--- config.mk ---
export PLATFORM = sky130hd
export DESIGN_NAME = insn_fetch_flat
export DESIGN_NICKNAME = d
export VERILOG_FILES = /design/src/rtl/insn_fetch_if.sv /design/src/rtl/insn_fetch.sv /design/src/flat_wrapper.sv
export SDC_FILE = /design/constraint.sdc
export NUM_CORES = 1
export LEC_CHECK = 0
export CAP_MARGIN = 20
export CORE_MARGIN = 2
export CORE_UTILIZATION = 31
export CTS_CLUSTER_SIZE = 20
export DETAILED_ROUTE_END_ITERATION = 16
export DONT_BUFFER_PORTS = 1
export MAX_ROUTING_LAYER = met4
export SYNTH_ARGS = -nofsm -noshare
export SYNTH_HDL_FRONTEND = slang
export SYNTH_SLANG_ARGS = --single-unit
--- constraint.sdc ---
create_clock -name clk -period 2.96 [get_ports clk]
set_clock_uncertainty 0.15 [all_clocks]
set_input_delay 0.296 -clock clk [delete_from_list [all_inputs] [get_ports clk]]
set_output_delay 0.296 -clock clk [all_outputs]
set_load 0.02 [all_outputs]
--- src/rtl/insn_fetch_if.sv ---
// Fetch-unit bus bundle: instruction-memory request/response, decode-side
// handshake, redirect input and halt status.
interface insn_fetch_if #(
  parameter int INSN_WIDTH = 16,
  parameter int DATA_WIDTH = 16
);
  logic                  imem_req;
  logic [DATA_WIDTH-1:0] imem_addr;
  logic                  imem_ack;
  logic [INSN_WIDTH-1:0] imem_rdata;
  logic                  out_valid;
  logic [INSN_WIDTH-1:0] out_insn;
  logic [DATA_WIDTH-1:0] out_pc;
  logic                  out_ready;
  logic                  redirect_valid;
  logic [DATA_WIDTH-1:0] redirect_target;
  logic                  halted;

  // Fetch unit side
  modport master (
    output imem_req, imem_addr, out_valid, out_insn, out_pc, halted,
    input  imem_ack, imem_rdata, out_ready, redirect_valid, redirect_target
  );

  // Memory / decode / branch-unit side
  modport slave (
    input  imem_req, imem_addr, out_valid, out_insn, out_pc, halted,
    output imem_ack, imem_rdata, out_ready, redirect_valid, redirect_target
  );
endinterface

--- src/rtl/insn_fetch.sv ---
// Single-entry instruction fetch unit. Requests one word at pc, buffers the
// response for decode, and follows redirects. A redirect while a memory
// request is outstanding leaves that request in flight (FLUSH) so the memory
// handshake stays legal; its response is thrown away. Fetching a 16'h0 word
// (HLT) parks the unit until reset.
module insn_fetch #(
  parameter int                    INSN_WIDTH    = 16,
  parameter int                    DATA_WIDTH    = 16,
  parameter logic [DATA_WIDTH-1:0] START_ADDRESS = '0
) (
  input  logic          clk,
  input  logic          reset,
  insn_fetch_if.master  bus
);

  typedef enum logic [1:0] {FETCH, FLUSH, VALID, HALT} state_t;

  state_t                state_q, state_d;
  logic [DATA_WIDTH-1:0] pc_q, pc_d;
  logic [DATA_WIDTH-1:0] flush_addr_q;
  logic [DATA_WIDTH-1:0] out_pc_q;
  logic [INSN_WIDTH-1:0] out_insn_q;
  logic                  capture;
  logic                  latch_flush;

  // Next-state, next-pc and buffer-load decisions
  always_comb begin
    state_d     = state_q;
    pc_d        = pc_q;
    capture     = 1'b0;
    latch_flush = 1'b0;
    case (state_q)
      FETCH: begin
        if (bus.redirect_valid) begin
          pc_d = bus.redirect_target;
          if (!bus.imem_ack) begin
            // Request still outstanding: keep presenting it until it returns.
            state_d     = FLUSH;
            latch_flush = 1'b1;
          end
        end else if (bus.imem_ack) begin
          capture = 1'b1;
          state_d = VALID;
        end
      end
      FLUSH: begin
        if (bus.redirect_valid) pc_d = bus.redirect_target;
        if (bus.imem_ack) state_d = FETCH;
      end
      VALID: begin
        if (bus.redirect_valid) begin
          pc_d    = bus.redirect_target;
          state_d = FETCH;
        end else if (bus.out_ready) begin
          if (out_insn_q == '0) begin
            state_d = HALT;
          end else begin
            pc_d    = pc_q + DATA_WIDTH'(1);
            state_d = FETCH;
          end
        end
      end
      HALT:    state_d = HALT;
      default: state_d = FETCH;
    endcase
  end

  // State, pc and decode buffer registers
  always_ff @(posedge clk) begin
    if (reset) begin
      state_q    <= FETCH;
      pc_q       <= START_ADDRESS;
      out_insn_q <= '0;
      out_pc_q   <= '0;
    end else begin
      state_q <= state_d;
      pc_q    <= pc_d;
      if (capture) begin
        out_insn_q <= bus.imem_rdata;
        out_pc_q   <= pc_q;
      end
    end
  end

  // Address of the abandoned request, replayed on imem_addr while flushing
  always_ff @(posedge clk) begin
    if (latch_flush) flush_addr_q <= pc_q;
  end

  assign bus.imem_req  = !reset && ((state_q == FETCH) || (state_q == FLUSH));
  assign bus.imem_addr = (state_q == FLUSH) ? flush_addr_q : pc_q;
  assign bus.out_valid = (state_q == VALID);
  assign bus.out_insn  = out_insn_q;
  assign bus.out_pc    = out_pc_q;
  assign bus.halted    = (state_q == HALT);

endmodule

--- src/flat_wrapper.sv ---
// flat-port wrapper written by rule: the top's interface ports become plain ports
module insn_fetch_flat 
#(
  parameter int                    INSN_WIDTH    = 16,
  parameter int                    DATA_WIDTH    = 16,
  parameter logic [DATA_WIDTH-1:0] START_ADDRESS = '0
)
  (clk, reset, bus_imem_req, bus_imem_addr, bus_out_valid, bus_out_insn, bus_out_pc, bus_halted, bus_imem_ack, bus_imem_rdata, bus_out_ready, bus_redirect_valid, bus_redirect_target);
  insn_fetch_if #(.INSN_WIDTH(INSN_WIDTH), .DATA_WIDTH(DATA_WIDTH)) bus_i ();
  input  logic clk;
  input  logic reset;
  output wire logic [$bits(bus_i.imem_req)-1:0] bus_imem_req;
  output wire logic [$bits(bus_i.imem_addr)-1:0] bus_imem_addr;
  output wire logic [$bits(bus_i.out_valid)-1:0] bus_out_valid;
  output wire logic [$bits(bus_i.out_insn)-1:0] bus_out_insn;
  output wire logic [$bits(bus_i.out_pc)-1:0] bus_out_pc;
  output wire logic [$bits(bus_i.halted)-1:0] bus_halted;
  input wire logic [$bits(bus_i.imem_ack)-1:0] bus_imem_ack;
  input wire logic [$bits(bus_i.imem_rdata)-1:0] bus_imem_rdata;
  input wire logic [$bits(bus_i.out_ready)-1:0] bus_out_ready;
  input wire logic [$bits(bus_i.redirect_valid)-1:0] bus_redirect_valid;
  input wire logic [$bits(bus_i.redirect_target)-1:0] bus_redirect_target;
  assign bus_imem_req = bus_i.imem_req;
  assign bus_imem_addr = bus_i.imem_addr;
  assign bus_out_valid = bus_i.out_valid;
  assign bus_out_insn = bus_i.out_insn;
  assign bus_out_pc = bus_i.out_pc;
  assign bus_halted = bus_i.halted;
  assign bus_i.imem_ack = bus_imem_ack;
  assign bus_i.imem_rdata = bus_imem_rdata;
  assign bus_i.out_ready = bus_out_ready;
  assign bus_i.redirect_valid = bus_redirect_valid;
  assign bus_i.redirect_target = bus_redirect_target;
  insn_fetch #(.INSN_WIDTH(INSN_WIDTH), .DATA_WIDTH(DATA_WIDTH), .START_ADDRESS(START_ADDRESS)) u_core (.clk(clk), .reset(reset), .bus(bus_i));
endmodule
==> results of run 1 <==
power by group through the flow:
stage / combinational [mW] / clock [mW] / sequential (mW)
2_1_floorplan: 0.316 / 0 / 1.07
3_3_place_gp: 0.330 / 0 / 1.10
3_5_place_dp: 0.334 / 0 / 1.10
4_1_cts: 0.371 / 0.860 / 1.08
5_1_grt: 0.401 / 0.902 / 1.09
6_report: 0.366 / 0.837 / 1.08
sequential cells by signal (all words and copies together) (netlist names):
signal               count
u_core.bus.out_insn     16
u_core.bus.out_pc       16
u_core.flush_addr_q     16
u_core.pc_q             16
u_core.state_q           2
worst max-delay path, cell delays in order, from the launching register on:
cell and delay (ns):
dfxtp_1 0.59, and2b_1 0.64, mux2_2 0.48
per-layer routing:
metal	vias to the layer above	wire, um
met2	77	3883
li1	1264	-
met1	1216	3600
met3	6	689
met5	-	0
met4	0	72
cell families (layout without fill, tap and decap cells):
group                    after synthesis  after routing  synth area share [%]
AND/OR/NAND/NOR                      145            145                 21.87
AO/OA/AOI/OAI                         92             92                 19.79
flip-flops                            66             66                 46.49
buffers and inverters                 31             44                 5.536
multiplexers                          16             16                 5.654
adder cells (fa/ha/maj)                1              1                0.3926
XOR/XNOR                               1              1                0.2749
other                                  0              1                     0
metrics by stage:
step                      power (mW)  util (%)  hold WS (ns)  cell area [um2]  cells
final                          2.282     36.23       0.03888             3674    502
after global routing           2.394     36.23       0.03537             3674    502
after CTS                      2.310     36.21       0.01940             3671    501
after detailed placement       1.435     32.03        0.2197             3247    466
after global placement         1.427     32.03        0.2181             3247    466
after floorplan                1.382         -        0.2529             3187    352
worst max path at each step:
stage | to | startpoint | depth (start not counted) | slack, ns
5_1_grt | bus_imem_addr[11] | u_core.state_q[0] | 2 | 0.31
2_1_floorplan | u_core.flush_addr_q[0] | u_core.state_q[0] | 2 | 0.23
4_1_cts | bus_imem_addr[3] | u_core.state_q[0] | 2 | 0.42
3_5_place_dp | bus_imem_addr[3] | u_core.state_q[0] | 2 | 0.81
6_report | bus_imem_addr[9] | u_core.state_q[0] | 2 | 0.46
3_3_place_gp | bus_imem_addr[9] | u_core.state_q[0] | 2 | 0.83
area by class of cell:
type,instances,area (um2),share of cell area (%)
antenna,1,2.502,0.06812
tap,136,170.2,4.632
clock buffer,9,123.9,3.372
timing repair buffer,26,260.3,7.084
inverter,2,7.507,0.2044
multi-input combinational,255,1535,41.79
clock inverter,7,92.59,2.520
sequential,66,1481,40.33
placed cells by master, fill, tap and decap left out, types with 2 or more instances in the layout:
| cell type | synthesis | final |
|---|---|---|
| and4_1 | 3 | 3 |
| nor2_1 | 16 | 16 |
| dlygate4sd3_1 | 0 | 18 |
| mux2_2 | 16 | 16 |
| dfxtp_1 | 50 | 50 |
| o21a_1 | 2 | 2 |
| and2_1 | 5 | 5 |
| edfxtp_1 | 16 | 16 |
| bufinv_16 | 0 | 2 |
| and3_1 | 4 | 4 |
| a21oi_1 | 43 | 43 |
| o31ai_1 | 3 | 3 |
| clkinv_2 | 0 | 3 |
| o21ai_2 | 12 | 12 |
| inv_1 | 2 | 2 |
| or3_1 | 2 | 2 |
| o32ai_2 | 2 | 2 |
| nand4_1 | 4 | 4 |
| a31oi_1 | 5 | 5 |
| a21o_1 | 5 | 5 |
| a21oi_2 | 11 | 11 |
| o21ai_0 | 2 | 2 |
| nand2b_1 | 6 | 6 |
| nor4_1 | 5 | 4 |
| nor3_1 | 3 | 3 |
| nand2_1 | 83 | 83 |
| clkbuf_8 | 0 | 9 |
| nand4b_1 | 2 | 2 |
| nand3_1 | 6 | 6 |
| buf_4 | 1 | 7 |
==> flow_metrics.tcl, run 1 <==
set metrics [dict create \
    cts.sinks 66 \
    clkLatencyLatePin_ns 0.34 \
    cts_hold_buf 19 \
    layout_min_cycle_time_ns 2.496 \
    p_comb_share_pct 16.0 \
    drtPass1Iterations 6 \
    tns_ns 0 \
    p_leak_nw 1.275 \
    ioPinCount 88 \
    cts_tree "built" \
    synth_top_area_cell "dfxtp_1" \
    synth.top_cell.area_share_pct 31.41 \
    max_slew_margin_pct 54.17 \
    syn2layout_area_growth_pct 15.27 \
    max-cap-violations 0 \
    viasPerCell 5.106 \
    synth.most_common_cell "nand2_1" \
    grt_pass1_wl_mm 12.88 \
    drc 0 \
    drive_gt1_share_pct 19.45 \
    die_width_um 105.4 \
    clockPowerShare_pct 36.7 \
    die_height_um 105.4 \
    ys_seq_area_share_pct 46.49 \
    dp.final_hpwl_mm 5.513 \
    synth_area_leaders "dfxtp_1, edfxtp_1, nand2_1" \
    yosysWarnings 0 \
    post_cts_buffers 0 \
    nFillCells 1013 \
    track_usage_pct 15.45 \
    ys_seq_elements 66 \
    syn_area_per_cell_um2 9.053 \
    peakVddDrop_v 0.0002817 \
    grt_most_used_layer "met2" \
    end_kind "output port" \
    grt_max_degree 53 \
    coreArea_um2 10140 \
    r2r-end "u_core.pc_q[0]" \
    syn-num-nets 390 \
    required_ns 2.51 \
    crit_type "register to output port" \
    place.gp.congestion 0.8295 \
    ff2ff_path_depth 6 \
    syn_area_um2 3187 \
    syn_inst 352 \
    ant_nets 0 \
    min_from "bus_redirect_target[14]" \
    p_per_area_nw_per_um2 621.3 \
    clockBufferDepth 2 \
    ys.flop_type "dfxtp_1" \
    use_met3_pct 7.112 \
    gr-usage-met1_pct 18.55 \
    r2r-start "u_core.state_q[1]" \
    fmaxAchievable_mhz 400.6 \
    hold_violations 0 \
    yosys-top-cells-count "nand2_1, dfxtp_1, a21oi_1" \
    setup_viol 0 \
    worstPathMaxFanout 16 \
    nets 398 \
    synth_edf_count 16 \
    tightest_slew_ns 0.6875 \
    gr-total-overflow 0 \
    grt_pass1_vias 2393 \
    slew_viol_final 0 \
    layout_worst_path_cycle_share_pct 84.33 \
    cts-root-buf "clkbuf_8" \
    start_util_pct 31.43 \
    cts-buffers-inserted 9 \
    wl_mm 8.246 \
    rows 37 \
    setup_slack_ns 0.4639 \
    cp.arrival_ns 2.05 \
    postCtsResizedCells 0 \
    status "finished, final reports clean" \
    rsz0062_at_grt "false" \
    path_clk_slew_ns 0.08 \
    die_area_um2 11110 \
    switching_share_pct 29.68 \
    wl_per_cell_um 16.43 \
    portBuffers 0 \
    hold-path-endpoint "u_core.pc_q[14]" \
    dp_slack_ns 0.8109 \
    cp-start-kind "register" \
    drt_iter0_drc 95 \
    intPower_mw 1.605 \
    yosysUniqueCellTypes 45 \
    power_frac_seq_pct 47.3 \
    hold_depth 3 \
    antenna_found_initial 1 \
    reg2reg_slack_ns 0.82 \
    hp-class "input port to register" \
    htree_levels 3 \
    synth-async-reset-ratio_pct 0 \
    switchingPower_mw 0.6775 \
    vias 2563 \
    use_met2_pct 23.46 \
]
(Power assumes the default switching activity.)
==> inputs of run 2 (changes only) <==
==> constraint.sdc (replaced) <==
create_clock -name clk -period 2.1 [get_ports clk]
set_clock_uncertainty 0.15 [all_clocks]
set_input_delay 0.21 -clock clk [delete_from_list [all_inputs] [get_ports clk]]
set_output_delay 0.21 -clock clk [all_outputs]
set_load 0.02 [all_outputs]
==> run 2 against run 1 <==
Effect of this change: largest cell class unchanged; via count increased by 4.0%; cell area increased by 7.5%; combinational power increased by 73%; flip-flop and latch count unchanged; register-to-register slack got worse by 0.67 ns; setup slack got worse by 0.32 ns; clock power increased by 27%; total power increased by 39%; critical path depth increased by 1; largest power group unchanged; final cell count increased by 6.4%.
==> flow_metrics.tcl, run 2 (same netlist as run 1, synthesis figures left out) <==
set metrics [dict create \
    drive_gt1_share_pct 22.61 \
    cp_top_family "multiplexers" \
    portBuffers 0 \
    clkLatencyLatePin_ns 0.35 \
    status "finished, final reports clean" \
    antenna_found_initial 0 \
    rsz0062_at_grt "false" \
    htree_levels 3 \
    worstPathMaxFanout 16 \
    cts.sinks 66 \
    tns_ns 0 \
    peakVddDrop_v 0.0003688 \
    ioPinCount 88 \
    ant_nets 0 \
    end_kind "output port" \
    drtPass1Iterations 4 \
    required_ns 1.74 \
    post_cts_buffers 0 \
    multi_input_area_um2 1544 \
    viasPerCell 4.993 \
    dp_slack_ns 0.1454 \
    setup_slack_ns 0.1448 \
    layout_worst_path_cycle_share_pct 93.11 \
    max-cap-violations 0 \
    postCtsResizedCells 0 \
    cp-start-kind "register" \
    drc 0 \
    track_usage_pct 16.24 \
    hold_violations 0 \
    die_width_um 105.4 \
    gr-total-overflow 0 \
    wl_per_cell_um 15.62 \
    cts-buffers-inserted 9 \
    path_clk_slew_ns 0.08 \
    syn2layout_area_growth_pct 23.91 \
    cts-root-buf "clkbuf_8" \
    nets 431 \
    path_buf_inv 1 \
    layout_commonest_cell "nand2_1" \
    die_area_um2 11110 \
    start_util_pct 31.43 \
    seqCellArea_um2 1481 \
    grt_pass1_vias 2643 \
    crit_type "register to output port" \
    layout_common_cells "nand2_1, dfxtp_1, a21oi_1" \
    path_cells "and2b_1, buf_4, mux2_2" \
    slew_viol_final 0 \
    reg2reg_slack_ns 0.15 \
    die_height_um 105.4 \
    setup_viol 0 \
    grt_max_degree 53 \
    p_per_area_nw_per_um2 802.3 \
    place.gp.congestion 0.8106 \
    num_antenna_cells 0 \
    power_mw 3.168 \
    clockBufferDepth 2 \
    wl_mm 8.343 \
    p_leak_nw 1.425 \
    whs_ns 0.02425 \
    nFillCells 1015 \
    hp-class "input port to register" \
    slowest_delay_ns 0.43 \
    coreArea_um2 10140 \
    fmaxAchievable_mhz 511.4 \
    grt_pass1_wl_mm 13.95 \
    tightest_slew_ns 0.5038 \
    cp.arrival_ns 1.60 \
    drt_iter0_drc 124 \
    rows 37 \
    slowest_stage "mux2_2" \
    dp.final_hpwl_mm 5.506 \
    layout_min_cycle_time_ns 1.955 \
    cts_tree "built" \
    max_slew_margin_pct 66.41 \
    vias 2666 \
]
==> run 2: changes by cell type in the layout (fill, tap and decap cells not counted), sizes merged <==
cell / previous run / this run
buf: 8 / 28
dlygate4sd3: 18 / 31
bufinv: 2 / 1
clkinvlp: 0 / 1
diode: 1 / 0
==> run 2: area by class of cell <==
class | count | area share [%]
Multi-Input combinational cell | 255 | 39.10
Sequential cell | 66 | 37.52
Timing Repair Buffer | 59 | 14.01
Tap cell | 136 | 4.309
Clock buffer | 9 | 3.137
Clock inverter | 7 | 1.743
Inverter | 2 | 0.1901
==> run 2: metrics by stage <==
| step | instance area, um2 | utilization, % | instances |
|---|---|---|---|
| after global placement | 3418 | 33.72 | 486 |
| final | 3949 | 38.95 | 534 |
| after CTS | 3949 | 38.95 | 534 |
| after floorplan | 3193 | - | 352 |
| after global routing | 3949 | 38.95 | 534 |
| after detailed placement | 3418 | 33.72 | 486 |
==> run 2: layer usage <==
layer	track usage, %	vias to the layer above	share of wire [%]
li1	-	1316	-
met1	20.12	1252	45
met2	24.10	88	46
met3	5.566	10	7.8
met4	6.857	0	1.6
met5	-	-	0
==> run 2: worst paths after layout <==
kind	startpoint	to	cells after the start
setup reg to reg	u_core.bus.out_insn[3]	u_core.pc_q[8]	5
hold reg to reg	u_core.pc_q[15]	u_core.pc_q[15]	2
setup / recovery	u_core.state_q[1]	bus_imem_addr[8]	3
hold / removal	bus_redirect_target[2]	u_core.pc_q[2]	3
==> run 2: worst min-delay path: cells and delay by family <==
family	cells	cell delay, ns
and+or+nand+nor	1	0.12
AOI/OAI and AO/OA	2	0.15
==> run 2: power by group <==
group / leakage [nW] / internal [mW] / switching (mW)
clock network: 0.0970 / 0.545 / 0.512
registers: 0.559 / 1.39 / 0.0904
logic: 0.768 / 0.266 / 0.367
total: 1.42 / 2.20 / 0.970
==> run 2: repair_timing <==
| action | CTS | global route |
|---|---|---|
| setup endpoints to repair | 0 | 0 |
| endpoints found under the hold margin | 50 | 0 |
| hold buffers | 32 | 0 |
==> inputs of run 3 (changes only) <==
--- a/config.mk
+++ b/config.mk
@@ -5,6 +5,7 @@
 export SDC_FILE = /design/constraint.sdc
 export NUM_CORES = 1
 export LEC_CHECK = 0
+export ABC_AREA = 1
 export CAP_MARGIN = 20
 export CORE_MARGIN = 2
 export CORE_UTILIZATION = 31
==> run 3 against run 2 <==
Effect of this change: worst hold slack lost 0.016 ns; synthesized cell count grew 23%; first-iteration DRC count grew 33%; critical path depth grew 3; cell area shrank 2.3%; largest power group unchanged.
==> flow_metrics.tcl, run 3 <==
set metrics [dict create \
    p_comb_share_pct 25.5 \
    die_width_um 105.8 \
    synth_top_family_by_area "simple AND/OR/NAND/NOR gates" \
    layout_commonest_cell "nor2_1" \
    clkLatencyLatePin_ns 0.35 \
    portBuffers 0 \
    switching_share_pct 36.18 \
    synth_edf_count 16 \
    viasPerCell 4.776 \
    min_from "bus_redirect_target[7]" \
    synth-simple-area-share_pct 29.63 \
    syn-num-nets 471 \
    ant_nets 0 \
    vias 2880 \
    dp_cells 569 \
    synth_fa_ha_area_share_pct 0.3894 \
    whs_ns 0.008308 \
    postCtsResizedCells 0 \
    grt_pass1_vias 2752 \
    rows 37 \
    dp.final_hpwl_mm 6.218 \
    cp_top_family "buffers and inverters" \
    antenna_found_initial 0 \
    wl_per_cell_um 14.26 \
    cp-start-kind "register" \
    end_kind "output port" \
    cp.arrival_ns 1.57 \
    clockBufferDepth 2 \
    syn2layout_area_growth_pct 20.02 \
    required_ns 1.74 \
    crit_path_start "u_core.state_q[0]" \
    fin_cells 603 \
    fmaxAchievable_mhz 517.6 \
    ys.flop_type "dfxtp_1" \
    p_leak_nw 1.601 \
    die_height_um 105.8 \
    fin_util_pct 37.86 \
    coreArea_um2 10180 \
    crit_end "bus_imem_addr[6]" \
    synth_compound_area_share_pct 16.63 \
    ioPinCount 88 \
    drive_gt1_share_pct 14.78 \
    syn_area_per_cell_um2 7.421 \
    power_frac_seq_pct 44.3 \
    path_clk_slew_ns 0.08 \
    crit_type "register to output port" \
    rsz0062_at_grt "false" \
    yosys-top-cells-count "nor2_1, nand2_1, o21ai_0" \
    syn_inst 433 \
    design_area_um2 3856 \
    grt_pass1_wl_mm 14.06 \
    hold_violations 0 \
    grt_max_degree 35 \
    slew_viol_final 0 \
    slowest_delay_ns 0.41 \
    syn_area_um2 3213 \
    setup_slack_ns 0.1681 \
    yosysUniqueCellTypes 31 \
    ys_seq_area_share_pct 46.11 \
    path_buf_inv 3 \
    cts.sinks 66 \
    synth_area_leaders "dfxtp_1, edfxtp_1, nor2_1" \
    start_util_pct 31.55 \
    synth_xor_area_share_pct 0.2726 \
    drtPass1Iterations 4 \
    ff2ff_path_depth 10 \
    cts_tree "built" \
    drt_iter0_drc 165 \
    layout_min_cycle_time_ns 1.932 \
    cts-buffers-inserted 9 \
    die_area_um2 11190 \
    switchingPower_mw 1.406 \
    max-cap-violations 0 \
    gr-total-overflow 0 \
    track_usage_pct 16.25 \
    intPower_mw 2.481 \
    layout_worst_path_cycle_share_pct 91.99 \
    status "finished, final reports clean" \
    nFillCells 1086 \
    nets 500 \
    max_slew_margin_pct 61.26 \
    synth.most_common_cell "nor2_1" \
    drc 0 \
    num_antenna_cells 0 \
    peakVddDrop_v 0.0005017 \
    htree_levels 3 \
    post_dp_cell_area_um2 3455 \
    tns_ns 0 \
    yosysWarnings 0 \
    hp-class "input port to register" \
    p_per_area_nw_per_um2 1008 \
    place.gp.congestion 0.9339 \
    cp.depth 6 \
    layout_common_cells "nor2_1, nand2_1, o21ai_0" \
    r2r-end "u_core.pc_q[9]" \
    power_mw 3.887 \
    wl_mm 8.601 \
    synthMuxAreaShare_pct 0 \
    reg2reg_slack_ns 0.25 \
    setup_viol 0 \
    tightest_slew_ns 0.5805 \
    clockPowerShare_pct 30.2 \
    synth_top_area_cell "dfxtp_1" \
    dp_slack_ns 0.2844 \
    r2r-start "u_core.state_q[1]" \
    synth-async-reset-ratio_pct 0 \
    ys_seq_elements 66 \
    slowest_stage "dfxtp_1" \
    synth.top_cell.area_share_pct 31.15 \
    worstPathMaxFanout 30 \
    cts-root-buf "clkbuf_8" \
    path_cells "inv_1, nor2_1, buf_12, nand2_1, o21ai_0, buf_4" \
]
## run 3: kinds of logic after synthesis
| logic type | Yosys count |
|---|---|
| and+or+nand+nor | 219 |
| AOI/OAI and AO/OA | 95 |
| DFF | 66 |
| buffers and inverters | 51 |
| xor gates and xnor gates | 1 |
| adders and majority gates | 1 |
## run 3: area by class of cell
cell class,instances,area [um2],area share [%]
clock inverters,5,58.81,1.525
flip-flops and latches,66,1481,38.42
inverters,30,112.6,2.920
clock buffers,11,162.7,4.218
repair buffers,39,362.8,9.409
multi-input cells,316,1508,39.10
well taps,136,170.2,4.413
## run 3: worst min-delay path by stage
stage                        endpoint  slack, ns  cells after the start
2_1_floorplan  u_core.bus.out_insn[0]       0.19                      2
3_3_place_gp          u_core.pc_q[15]       0.13                      1
3_5_place_dp          u_core.pc_q[13]       0.13                      1
4_1_cts                u_core.pc_q[7]      0.002                      4
5_1_grt                u_core.pc_q[4]       0.02                      4
6_report               u_core.pc_q[7]      0.008                      4
## run 3: worst register-to-register path, delay by kind of cell (launching register included)
| family | cells | cell delay, ns |
|---|---|---|
| AND/OR/NAND/NOR | 8 | 1.03 |
| flip-flops | 1 | 0.45 |
| buffers and inverters | 2 | 0.15 |
## run 3: what timing repair did
action,4_1_cts,5_1_grt
hold buffers,18,0
hold endpoints to repair,23,0
buffers inserted,0,0
## run 3: routing by layer
metal  GRT usage, %  vias up  wire length [um]
li1               -     1469                 -
met1          20.99     1304              3951
met2          24.47       99              3829
met3          5.751        8               743
met4          3.853        0                77
met5              -        -                 0
## run 3: power by group through the flow
stage / sequential, mW / combinational, mW / clock [mW]
floorplan: 1.70 / 0.731 / 0
global placement: 1.74 / 0.953 / 0
detailed placement: 1.75 / 0.968 / 0
CTS: 1.72 / 1.00 / 1.19
global route: 1.75 / 1.12 / 1.25
finish: 1.72 / 0.990 / 1.17
